<file path="src/rtl/jtbubl_sdram_bridge.sv">
// Bridges ROM-slot reads (two 16-bit words) and download byte writes onto a single
// 16-bit SDRAM command port, inserting periodic refresh cycles.
module jtbubl_sdram_bridge #(
    parameter int REFRESH_PERIOD = 384,
    parameter int AW             = 22
) (
    input  logic          clk,
    input  logic          rst,
    input  logic          downloading,
    input  logic          sdram_req,
    input  logic [AW-1:0] sdram_addr,
    output logic          sdram_ack,
    output logic          data_rdy,
    output logic [31:0]   data_read,
    input  logic          refresh_en,
    input  logic          prog_we,
    input  logic [AW-1:0] prog_addr,
    input  logic [7:0]    prog_data,
    input  logic [1:0]    prog_mask,
    output logic          mem_req,
    output logic          mem_we,
    output logic [AW-1:0] mem_addr,
    output logic [15:0]   mem_din,
    output logic [1:0]    mem_dsn,
    output logic          mem_rfsh,
    input  logic          mem_done,
    input  logic [15:0]   mem_dout
);

    // state | meaning
    // IDLE  | arbitrate refresh / download write / ROM read
    // RD_LO | read low word at latched address
    // RD_HI | read high word at latched address + 1
    // WR    | download write of one byte pair
    // RFSH  | refresh cycle
    // DONE  | data_read presented with data_rdy
    typedef enum logic [2:0] {IDLE, RD_LO, RD_HI, WR, RFSH, DONE} state_t;

    localparam int            CW        = $clog2(REFRESH_PERIOD + 1);
    localparam logic [CW-1:0] RFSH_LAST = CW'(REFRESH_PERIOD - 1);

    state_t        state, state_nxt;
    logic [CW-1:0] rfsh_cnt;
    logic          rfsh_pend;
    logic          rfsh_clr;
    logic [AW-1:0] op_addr, op_addr_nxt;
    logic [7:0]    wr_data, wr_data_nxt;
    logic [1:0]    wr_mask, wr_mask_nxt;
    logic [15:0]   lo_word, lo_word_nxt;
    logic          sdram_ack_nxt, data_rdy_nxt;
    logic [31:0]   data_read_nxt;
    logic          mem_req_nxt, mem_we_nxt, mem_rfsh_nxt;
    logic [AW-1:0] mem_addr_nxt;
    logic [15:0]   mem_din_nxt;
    logic [1:0]    mem_dsn_nxt;

    // A wrap coinciding with refresh completion keeps the request pending.
    always_ff @(posedge clk) begin
        if (rst) begin
            rfsh_cnt  <= '0;
            rfsh_pend <= 1'b0;
        end else if (rfsh_cnt == RFSH_LAST) begin
            rfsh_cnt  <= '0;
            rfsh_pend <= 1'b1;
        end else begin
            rfsh_cnt <= rfsh_cnt + CW'(1);
            if (rfsh_clr) rfsh_pend <= 1'b0;
        end
    end

    always_ff @(posedge clk) begin
        if (rst) begin
            state     <= IDLE;
            op_addr   <= '0;
            wr_data   <= '0;
            wr_mask   <= 2'b11;
            lo_word   <= '0;
            sdram_ack <= 1'b0;
            data_rdy  <= 1'b0;
            data_read <= '0;
            mem_req   <= 1'b0;
            mem_we    <= 1'b0;
            mem_rfsh  <= 1'b0;
            mem_addr  <= '0;
            mem_din   <= '0;
            mem_dsn   <= 2'b11;
        end else begin
            state     <= state_nxt;
            op_addr   <= op_addr_nxt;
            wr_data   <= wr_data_nxt;
            wr_mask   <= wr_mask_nxt;
            lo_word   <= lo_word_nxt;
            sdram_ack <= sdram_ack_nxt;
            data_rdy  <= data_rdy_nxt;
            data_read <= data_read_nxt;
            mem_req   <= mem_req_nxt;
            mem_we    <= mem_we_nxt;
            mem_rfsh  <= mem_rfsh_nxt;
            mem_addr  <= mem_addr_nxt;
            mem_din   <= mem_din_nxt;
            mem_dsn   <= mem_dsn_nxt;
        end
    end

    // Each command state raises mem_req only while it is low, which guarantees the
    // idle cycle between the low and high read words.
    always_comb begin
        state_nxt     = state;
        op_addr_nxt   = op_addr;
        wr_data_nxt   = wr_data;
        wr_mask_nxt   = wr_mask;
        lo_word_nxt   = lo_word;
        sdram_ack_nxt = 1'b0;
        data_rdy_nxt  = 1'b0;
        data_read_nxt = data_read;
        mem_req_nxt   = mem_req;
        mem_we_nxt    = mem_we;
        mem_rfsh_nxt  = mem_rfsh;
        mem_addr_nxt  = mem_addr;
        mem_din_nxt   = mem_din;
        mem_dsn_nxt   = mem_dsn;
        rfsh_clr      = 1'b0;

        case (state)
            IDLE: begin
                if (rfsh_pend && (refresh_en || downloading)) begin
                    state_nxt = RFSH;
                end else if (downloading && prog_we) begin
                    state_nxt   = WR;
                    op_addr_nxt = prog_addr;
                    wr_data_nxt = prog_data;
                    wr_mask_nxt = prog_mask;
                end else if (sdram_req && !downloading) begin
                    state_nxt     = RD_LO;
                    op_addr_nxt   = sdram_addr;
                    sdram_ack_nxt = 1'b1;
                end
            end
            RD_LO: begin
                if (!mem_req) begin
                    mem_req_nxt  = 1'b1;
                    mem_we_nxt   = 1'b0;
                    mem_rfsh_nxt = 1'b0;
                    mem_addr_nxt = op_addr;
                    mem_dsn_nxt  = 2'b00;
                end else if (mem_done) begin
                    mem_req_nxt = 1'b0;
                    lo_word_nxt = mem_dout;
                    state_nxt   = RD_HI;
                end
            end
            RD_HI: begin
                if (!mem_req) begin
                    mem_req_nxt  = 1'b1;
                    mem_we_nxt   = 1'b0;
                    mem_rfsh_nxt = 1'b0;
                    mem_addr_nxt = op_addr + AW'(1);
                    mem_dsn_nxt  = 2'b00;
                end else if (mem_done) begin
                    mem_req_nxt   = 1'b0;
                    data_read_nxt = {mem_dout, lo_word};
                    data_rdy_nxt  = 1'b1;
                    state_nxt     = DONE;
                end
            end
            WR: begin
                if (!mem_req) begin
                    mem_req_nxt  = 1'b1;
                    mem_we_nxt   = 1'b1;
                    mem_rfsh_nxt = 1'b0;
                    mem_addr_nxt = op_addr;
                    mem_din_nxt  = {wr_data, wr_data};
                    mem_dsn_nxt  = wr_mask;
                end else if (mem_done) begin
                    mem_req_nxt   = 1'b0;
                    sdram_ack_nxt = 1'b1;
                    state_nxt     = IDLE;
                end
            end
            RFSH: begin
                if (!mem_req) begin
                    mem_req_nxt  = 1'b1;
                    mem_we_nxt   = 1'b0;
                    mem_rfsh_nxt = 1'b1;
                end else if (mem_done) begin
                    mem_req_nxt = 1'b0;
                    rfsh_clr    = 1'b1;
                    state_nxt   = IDLE;
                end
            end
            DONE: begin
                state_nxt = IDLE;
            end
            default: begin
                state_nxt = IDLE;
            end
        endcase
    end

endmodule

</file>
<file path="config.mk">
export PLATFORM = sky130hd
export DESIGN_NAME = jtbubl_sdram_bridge
export DESIGN_NICKNAME = d
export VERILOG_FILES = /design/src/rtl/jtbubl_sdram_bridge.sv
export SDC_FILE = /design/constraint.sdc
export NUM_CORES = 1
export LEC_CHECK = 0
export ABC_AREA = 1
export ABC_CLOCK_PERIOD_IN_PS = 1450
export CORE_ASPECT_RATIO = 2
export CORE_UTILIZATION = 30
export DETAILED_ROUTE_END_ITERATION = 10
export MAX_ROUTING_LAYER = met4
export PLACE_DENSITY = 0.59
export SLEW_MARGIN = 20
export SYNTH_ARGS = -nofsm -noshare
export SYNTH_HDL_FRONTEND = slang
export SYNTH_SLANG_ARGS = --single-unit
</file>
<file path="constraint.sdc">
create_clock -name clk -period 1.45 [get_ports clk]
set_input_delay 0.29 -clock clk [delete_from_list [all_inputs] [get_ports clk]]
set_output_delay 0.29 -clock clk [all_outputs]
set_load 0.1 [all_outputs]
</file>
Word-level counts from Yosys, hierarchy flattened
Cells that the tools add are included.
- memory bits (read-only): 0
- bits in writable memories: 0
- memories kept: 0
- word-level logic and storage cells: 103
- output and inout bits: 77
- latch bits: 0
- register bits: 138
- bitwise gates (word level): 3
- shift operators: 0
- equality and inequality tests: 19
- order comparisons: 0
- $add $sub $neg: 2
- reduce and logical (&&, ||, !) cells: 30
- $mul: 0
- mux-type cells: 33
- divide/modulo/power cells: 0
- operators with widths (cell ; number):
    $mux W22 ; 4
    $pmux W22 S2 ; 1
    $mux W3 ; 9
    $reduce_and A3 Y1 ; 8
    $add A22 B1 Y22 const B ; 1
    $ne A2 B2 Y1 const B ; 11
    $mux W1 ; 12
    $pmux W3 S4 ; 1
    $reduce_bool A2 Y1 ; 6
    $reduce_or A2 Y1 ; 5
    $add A9 B1 Y9 const B ; 1
    $eq A9 B9 Y1 const B ; 1
    $reduce_and A7 Y1 ; 1
    $eq A3 B2 Y1 const B ; 2
    $pmux W1 S2 ; 3
    $reduce_or A3 Y1 ; 2
    $mux W2 ; 2
    $ne A2 B1 Y1 const B ; 2
    $ne A4 B4 Y1 const B ; 1
    $pmux W2 S2 ; 1
    $reduce_or A4 Y1 ; 1
    $eq A3 B1 Y1 const B ; 1
    $eq A3 B3 Y1 const B ; 1
    $logic_and A1 B1 Y1 ; 3
    other kinds (5) ; 7

Logic depth before layout (Yosys ltp)
Gate-level depths: netlist of the first run.
- depth in word-level cells: 6
- mapped depth: 10
- mapped depth without buffers: 10

Least setup slack after synthesis of the first run
Ideal clock, no wire load.
- path type: register to register
- start point: register mem_req
- end point: register lo_word[10]
- setup time: 0.116 ns
- path slack: -0.573 ns
- buffers on the path: 1
- arrival time: 1.907 ns
- stages on the path, launching flop included: 7
- cells stage by stage: dfxtp_1 > nand2_1 > nor2_2 > inv_1 > buf_2 > nor2_1 > nor2_1
- word-level cells in the longest chain between the ends: 1
- RTL lines (element ; line ; RTL):
    start, declared ; 20 ; output logic mem_req,
    start signal, assigned ; 96 ; mem_req <= mem_req_nxt;
    $reduce_and A3 Y1 (no line) ; - ;
    end signal, assigned ; 92 ; lo_word <= lo_word_nxt;
    end, declared ; 49 ; logic [15:0] lo_word, lo_word_nxt;
No other way between the ends.
A chain may end at the register's enable or synchronous reset.

Worst setup path after layout of the first run
- start point: register op_addr[2]
- end point: register mem_addr[21]
- word-level cells in the longest chain between the ends: 3
- RTL lines (element ; line ; RTL):
    start, declared ; 46 ; logic [AW-1:0] op_addr, op_addr_nxt;
    start signal, assigned ; 89 ; op_addr <= op_addr_nxt;
    $add A22 B1 Y22 ; 157 ; mem_addr_nxt = op_addr + AW'(1);
    $mux W22 ; 153 ; if (!mem_req) begin
    $pmux W22 S2 ; 124 ; case (state)
    end signal, assigned ; 99 ; mem_addr <= mem_addr_nxt;
    end, declared ; 22 ; output logic [AW-1:0] mem_addr,
No other way between the ends. The select of a mux whose other input is x is not followed.

==> results of run 1 <==
## routing by layer
metal / track usage / part of all wire
met3: 0.0285 / 0.026
met1: 0.169 / 0.35
met4: 0.0903 / 0.028
met5: - / 0
met2: 0.369 / 0.59
## critical path, stage by stage (launching register included)
cell     delay [ps]
dfxtp_2         380
nand3_2         160
inv_1           120
nand2_2         120
nor2_4          130
nand2_1          60
nand2_1          60
nand3_1         130
nand2_1          90
inv_1            30
## per-stage QoR
| step | util | setup WS (ps) | hold slack [ps] | power (mW) | cells |
|---|---|---|---|---|---|
| 6_report | 0.520 | 67.3 | 447 | 17.6 | 1194 |
| 2_1_floorplan | - | 19.0 | 416 | 10.1 | 762 |
| 3_5_place_dp | 0.477 | -422 | 459 | 13.7 | 1155 |
| 5_1_grt | 0.520 | -26.4 | 442 | 18.4 | 1194 |
| 4_1_cts | 0.509 | -40.4 | 434 | 17.5 | 1187 |
| 3_3_place_gp | 0.477 | -384 | 450 | 13.6 | 1155 |
## flip-flops by register name (all words and copies together) (netlist names), 2 cells and up
name,count
lo_word,16
op_addr,22
mem_dsn,2
wr_mask,2
data_read,32
mem_addr,22
wr_data,8
rfsh_cnt,9
state,3
mem_din,8
## where the power goes
group / switching [mW] / internal (mW) / leakage [nW]
clock network: 1.55 / 2.21 / 0.258
logic: 5.34 / 3.31 / 2.48
registers: 0.795 / 4.37 / 1.07
## final cells by class
| type | count | share of cell area |
|---|---|---|
| Multi-Input combinational cell | 534 | 0.281 |
| Tap cell | 213 | 0.0287 |
| Inverter | 53 | 0.0223 |
| Clock buffer | 22 | 0.0489 |
| Sequential cell | 130 | 0.284 |
| Clock inverter | 10 | 0.00660 |
| Timing Repair Buffer | 232 | 0.329 |
## cells by family (layout without fill, tap and decap cells)
| logic type | Yosys count | count (layout) |
|---|---|---|
| adder cells (fa/ha/maj) | 2 | 2 |
| AND/OR/NAND/NOR | 362 | 362 |
| flip-flops | 130 | 130 |
| buffers and inverters | 98 | 317 |
| AO/OA/AOI/OAI | 160 | 160 |
| XOR/XNOR | 10 | 10 |
## worst paths after layout
kind,end,slack [ps],cells after the start
max,mem_addr[21]$_SDFFE_PP0P_,70,9
min,op_addr[16]$_SDFFE_PP0P_,450,3
min reg2reg,wr_mask[0]$_SDFFE_PP1P_,480,2
max reg2reg,mem_addr[21]$_SDFFE_PP0P_,70,9
## what timing repair did
| action | in CTS | in global routing |
|---|---|---|
| endpoints found under the setup margin | 13 | 97 |
| gates cloned | 0 | 1 |
| gates resized for setup | 16 | 43 |
| hold buffers | 0 | 0 |
| buffers inserted | 0 | 6 |
| pin swaps | 1 | 7 |
## cell usage in the layout, fill, tap and decap left out, types with 5 or more instances in the layout
cell type / n
a21oi_1: 54
a31oi_1: 23
buf_12: 88
buf_4: 66
clkbuf_16: 18
clkdlybuf4s50_1: 76
clkinv_2: 6
dfxtp_1: 110
dfxtp_2: 17
inv_1: 43
inv_2: 6
nand2_1: 157
nand2_2: 10
nand3_1: 61
nand3_2: 5
nand4_1: 5
nor2_1: 95
nor2_2: 12
nor2_4: 9
o21a_1: 8
o21ai_0: 66
o21ai_1: 6
xnor2_1: 5
xor2_1: 5
==> flow_summary.toml, run 1 <==
[yosys]
synthCells = 762
syn_area_per_cell_um2 = 7.22
ys.flop_type = "dfxtp_1"
async_flop_share = 0
ys_seq_area_frac = 0.473
synth_top_area_frac = 0.473
ys_types = 30
synth_top_family_by_area = "simple AND/OR/NAND/NOR gates"
synthXorXnorAreaFrac = 0.0159
synthMuxAreaShare = 0
yosysMostFrequentCell = "nand2_1"
synth-simple-area-share = 0.274
synth_seq_cells = 130
synth-compound-area-share = 0.156
synth_edf_count = 0
synth-adder-area-share = 0.00455
yosysWarnings = 0
synth.net_count = 841
synth_area_um2 = 5500
yosys-top-cells-area = "dfxtp_1, nand2_1, nor2_1"
synth_top_area_cell = "dfxtp_1"
synth_commonest_cells = "nand2_1, dfxtp_1, nor2_1"

[worst_setup_path]
crit-reg2reg-launch = "op_addr[2]$_SDFFE_PP0P_"
critPathLaunchType = "flop"
crit_start = "op_addr[2]$_SDFFE_PP0P_"
required_ps = 1760
cp-end-kind = "flop"
cp.arrival_ps = 1690
cp_max_fo = 4
path_class = "flop to flop"

[timing]
period_needed_ps = 1380
finalSetupViolations = 0
rsz0062_at_grt = "yes"
finalHoldViolCount = 0
skew_ps = 10.5
setup_tns_ps = 0
slew_headroom = 0.705
fmax_ghz = 0.723
drv_slew = 0
max_slew.worst_pin.slew_ps = 443
min_period_over_period = 0.954

[clock_tree]
cts_buffers = 17
clockBufferDepth = 2
root_buffer = "clkbuf_16"
cts.htree.levels = 4
clk_pin_slew_worst_paths_ps = 60
cts_tree = "yes"
insertion_delay_ps = 410
clkSinkCount = 130

[final_layout]
drive_gt1_frac = 0.258
fillers = 1691
n_antenna_cell = 0
nets = 1047
stdcell_area_um2 = 9290
multi_input_area_um2 = 2620
ff_latch_area_um2 = 2640
area_growth_pct = 68.9

[routing]
wl_um = 16900
viasPerCell = 4.64
drtPass1Iterations = 8
dr_total_vias = 5538
drc = 28
drt-initial-drc-count = 174
antenna_left = 0
routedWlPerCell_um = 14.2

[global_route]
antenna_found_initial = 0
grt_pass1_wl_um = 26800
grt_pass1_vias = 5393
overflow = 0
grt_max_degree = 45
grt_usage = 0.187

[outcome]
status = "finished with violations"
failed_checks = "design-rule violations"

[place]
dpl_cell_area_um2 = 8530
gp_congestion = 0.827
dp_hpwl_um = 12700
io_buffer_count = 153

[pwr]
peakVddDrop_mv = 1.38
leakage_nw = 3.81
power.density_nw_per_um2 = 1890

[floorplanning]
die_area_um2 = 18900
start_util = 0.308
core_um2 = 17900
die_w_um = 97.8
die_y_um = 194
io_pins = 154
rows = 69

[hold_path]
min_from = "sdram_addr[16]"
hp-class = "input port to flop"

[job]
cap_violations = 0
No activity file was read; power rests on OpenSTA's default activity.
==> run 2, diff against run 1 <==
Settings changed: CTS_CLUSTER_DIAMETER set to 120, GPL_TIMING_DRIVEN set to 0.
==> flow_summary.toml, run 2 (same netlist as run 1, synthesis figures left out) <==
[routing]
antenna_left = 0
viasPerCell = 4.83
dr_total_vias = 5679
drtPass1Iterations = 7
wl_um = 18300
drt-initial-drc-count = 202
routedWlPerCell_um = 15.6
drc = 28

[final_layout]
drive_gt1_frac = 0.263
n_antenna_cell = 0
final_cell_mix = "nand2_1, dfxtp_1, buf_4"
nets = 1028
largest_register_ffs = 32
layout_commonest_cell = "nand2_1"
largest_register = "data_read"
area_growth_pct = 50.0
stdcell_area_um2 = 8250
reg_top3 = "data_read (32), mem_addr (22), op_addr (22)"

[job]
cap_violations = 0

[timing]
slew_headroom = 0.672
finalSetupViolations = 0
skew_ps = 12.9
period_needed_ps = 1430
rsz0062_at_grt = "yes"
worst_slack_ps = 21.1
min_period_over_period = 0.985
finalHoldViolCount = 0
setup_tns_ps = 0
max_slew.worst_pin.slew_ps = 492
fmax_ghz = 0.700
drv_slew = 0

[global_route]
overflow = 0
grt_pass1_wl_um = 28600
grt_usage = 0.201
grt_max_degree = 17
antenna_found_initial = 0
grt_pass1_vias = 5644

[worst_setup_path]
cp_max_fo = 6
max_stage_delay_ps = 360
path_class = "flop to flop"
cp_top_family = "simple AND/OR/NAND/NOR gates"
crit-reg2reg-launch = "state[2]$_SDFFE_PP0P_"
crit_slowest_cell = "dfxtp_4"
rr_endpoint = "op_addr[13]$_SDFFE_PP0P_"
reg2reg_slack_ps = 20
cp-end-kind = "flop"
required_ps = 1780
cp_num_buf_inv = 2
critPathLaunchType = "flop"
crit_path_cell_trace = "inv_4 > nand2_4 > nor2_4 > nand2_4 > nor2_4 > buf_6 > o21ai_0 > a31oi_1"
rr_worst_depth = 8
cp.arrival_ps = 1760

[clock_tree]
clockBufferDepth = 2
insertion_delay_ps = 420
cts_buffers = 17
clk_pin_slew_worst_paths_ps = 60
clkSinkCount = 130
cts_tree = "yes"
root_buffer = "clkbuf_16"
cts.htree.levels = 4

[hold_path]
min_to = "sdram_ack$_SDFF_PP0_"
min_from = "downloading"
hp-class = "input port to flop"
holdPathStages = 4

[floorplanning]
io_pins = 154
core_um2 = 17900
rows = 69
die_area_um2 = 18900
start_util = 0.308
die_y_um = 194
die_w_um = 97.8

[place]
gp_congestion = 0.890
io_buffer_count = 153
dp_hpwl_um = 13900
dpl_cell_area_um2 = 7320
pre_cts_slack_ps = -639

[pwr]
power.density_nw_per_um2 = 2060
peakVddDrop_mv = 1.37
leakage_nw = 3.48

[outcome]
failed_checks = "design-rule violations"
status = "finished with violations"
-- run 2: cell count changes in the layout (fill, tap and decap cells not counted), moves of 5 or more --
cell and change:
buf_6 +11, dfxtp_2 +9, nor2_4 +6, clkbuf_4 +7, nand2_1 -7, buf_4 +30, buf_12 -88, clkbuf_1 +5
dfxtp_1 -11, clkbuf_2 +9
-- run 2: timing repair --
action,4_1_cts,5_1_grt
gates resized for setup,526,85
pin swaps,6,15
buffers inserted,4,8
gates cloned,2,1
setup endpoints to repair,201,129
hold buffers,0,0
-- run 2: worst max path at each step --
stage                          start  slack [ps]                    endpoint  depth (start not counted)
2_1_floorplan   mem_req$_SDFFE_PP0P_          20  data_read[10]$_SDFFE_PP0P_                          5
3_3_place_gp             downloading        -640    op_addr[21]$_SDFFE_PP0P_                          8
3_5_place_dp             downloading        -640    op_addr[20]$_SDFFE_PP0P_                          8
4_1_cts        state[0]$_SDFFE_PP0P_         -20    op_addr[20]$_SDFFE_PP0P_                          8
5_1_grt        state[2]$_SDFFE_PP0P_         -50    op_addr[19]$_SDFFE_PP0P_                          8
6_report       state[2]$_SDFFE_PP0P_          20    op_addr[13]$_SDFFE_PP0P_                          8
-- run 2: power by group --
group / switching [mW] / internal (mW) / total [mW]
combinational: 5.40 / 1.90 / 7.29
clock: 1.71 / 2.91 / 4.62
sequential: 0.680 / 4.40 / 5.08
-- run 2: area by class of cell --
| cell class | count | area, µm² |
|---|---|---|
| repair buffers | 167 | 1480 |
| fillers | 1813 | 9620 |
| multi-input cells | 535 | 2720 |
| inverters | 53 | 214 |
| well taps | 213 | 267 |
| clock inverters | 14 | 203 |
| plain buffers | 45 | 290 |
| flip-flops and latches | 130 | 2650 |
| clock buffers | 18 | 429 |
-- run 2: tightest hold or removal path, delay by kind of cell --
kind | cells | cell delay [ps]
AO/OA/AOI/OAI | 1 | 60
buffers and inverters | 1 | 200
AND/OR/NAND/NOR | 2 | 190
-- run 2: metrics by stage --
stage	hold WS [ps]	power [mW]	util	cells
floorplan	416	10.1	-	762
global placement	435	12.0	0.410	1128
detailed placement	439	12.0	0.410	1128
CTS	426	16.8	0.446	1166
global route	403	17.7	0.462	1175
finish	382	17.0	0.462	1175
-- run 2: metal layers --
layer  GRT usage  up-vias  wire length (µm)
li1            -     2860                 -
met1       0.174     2563              6140
met2       0.375      185             10200
met3      0.0289       71               589
met4       0.164        0              1360
met5           -        -                 0
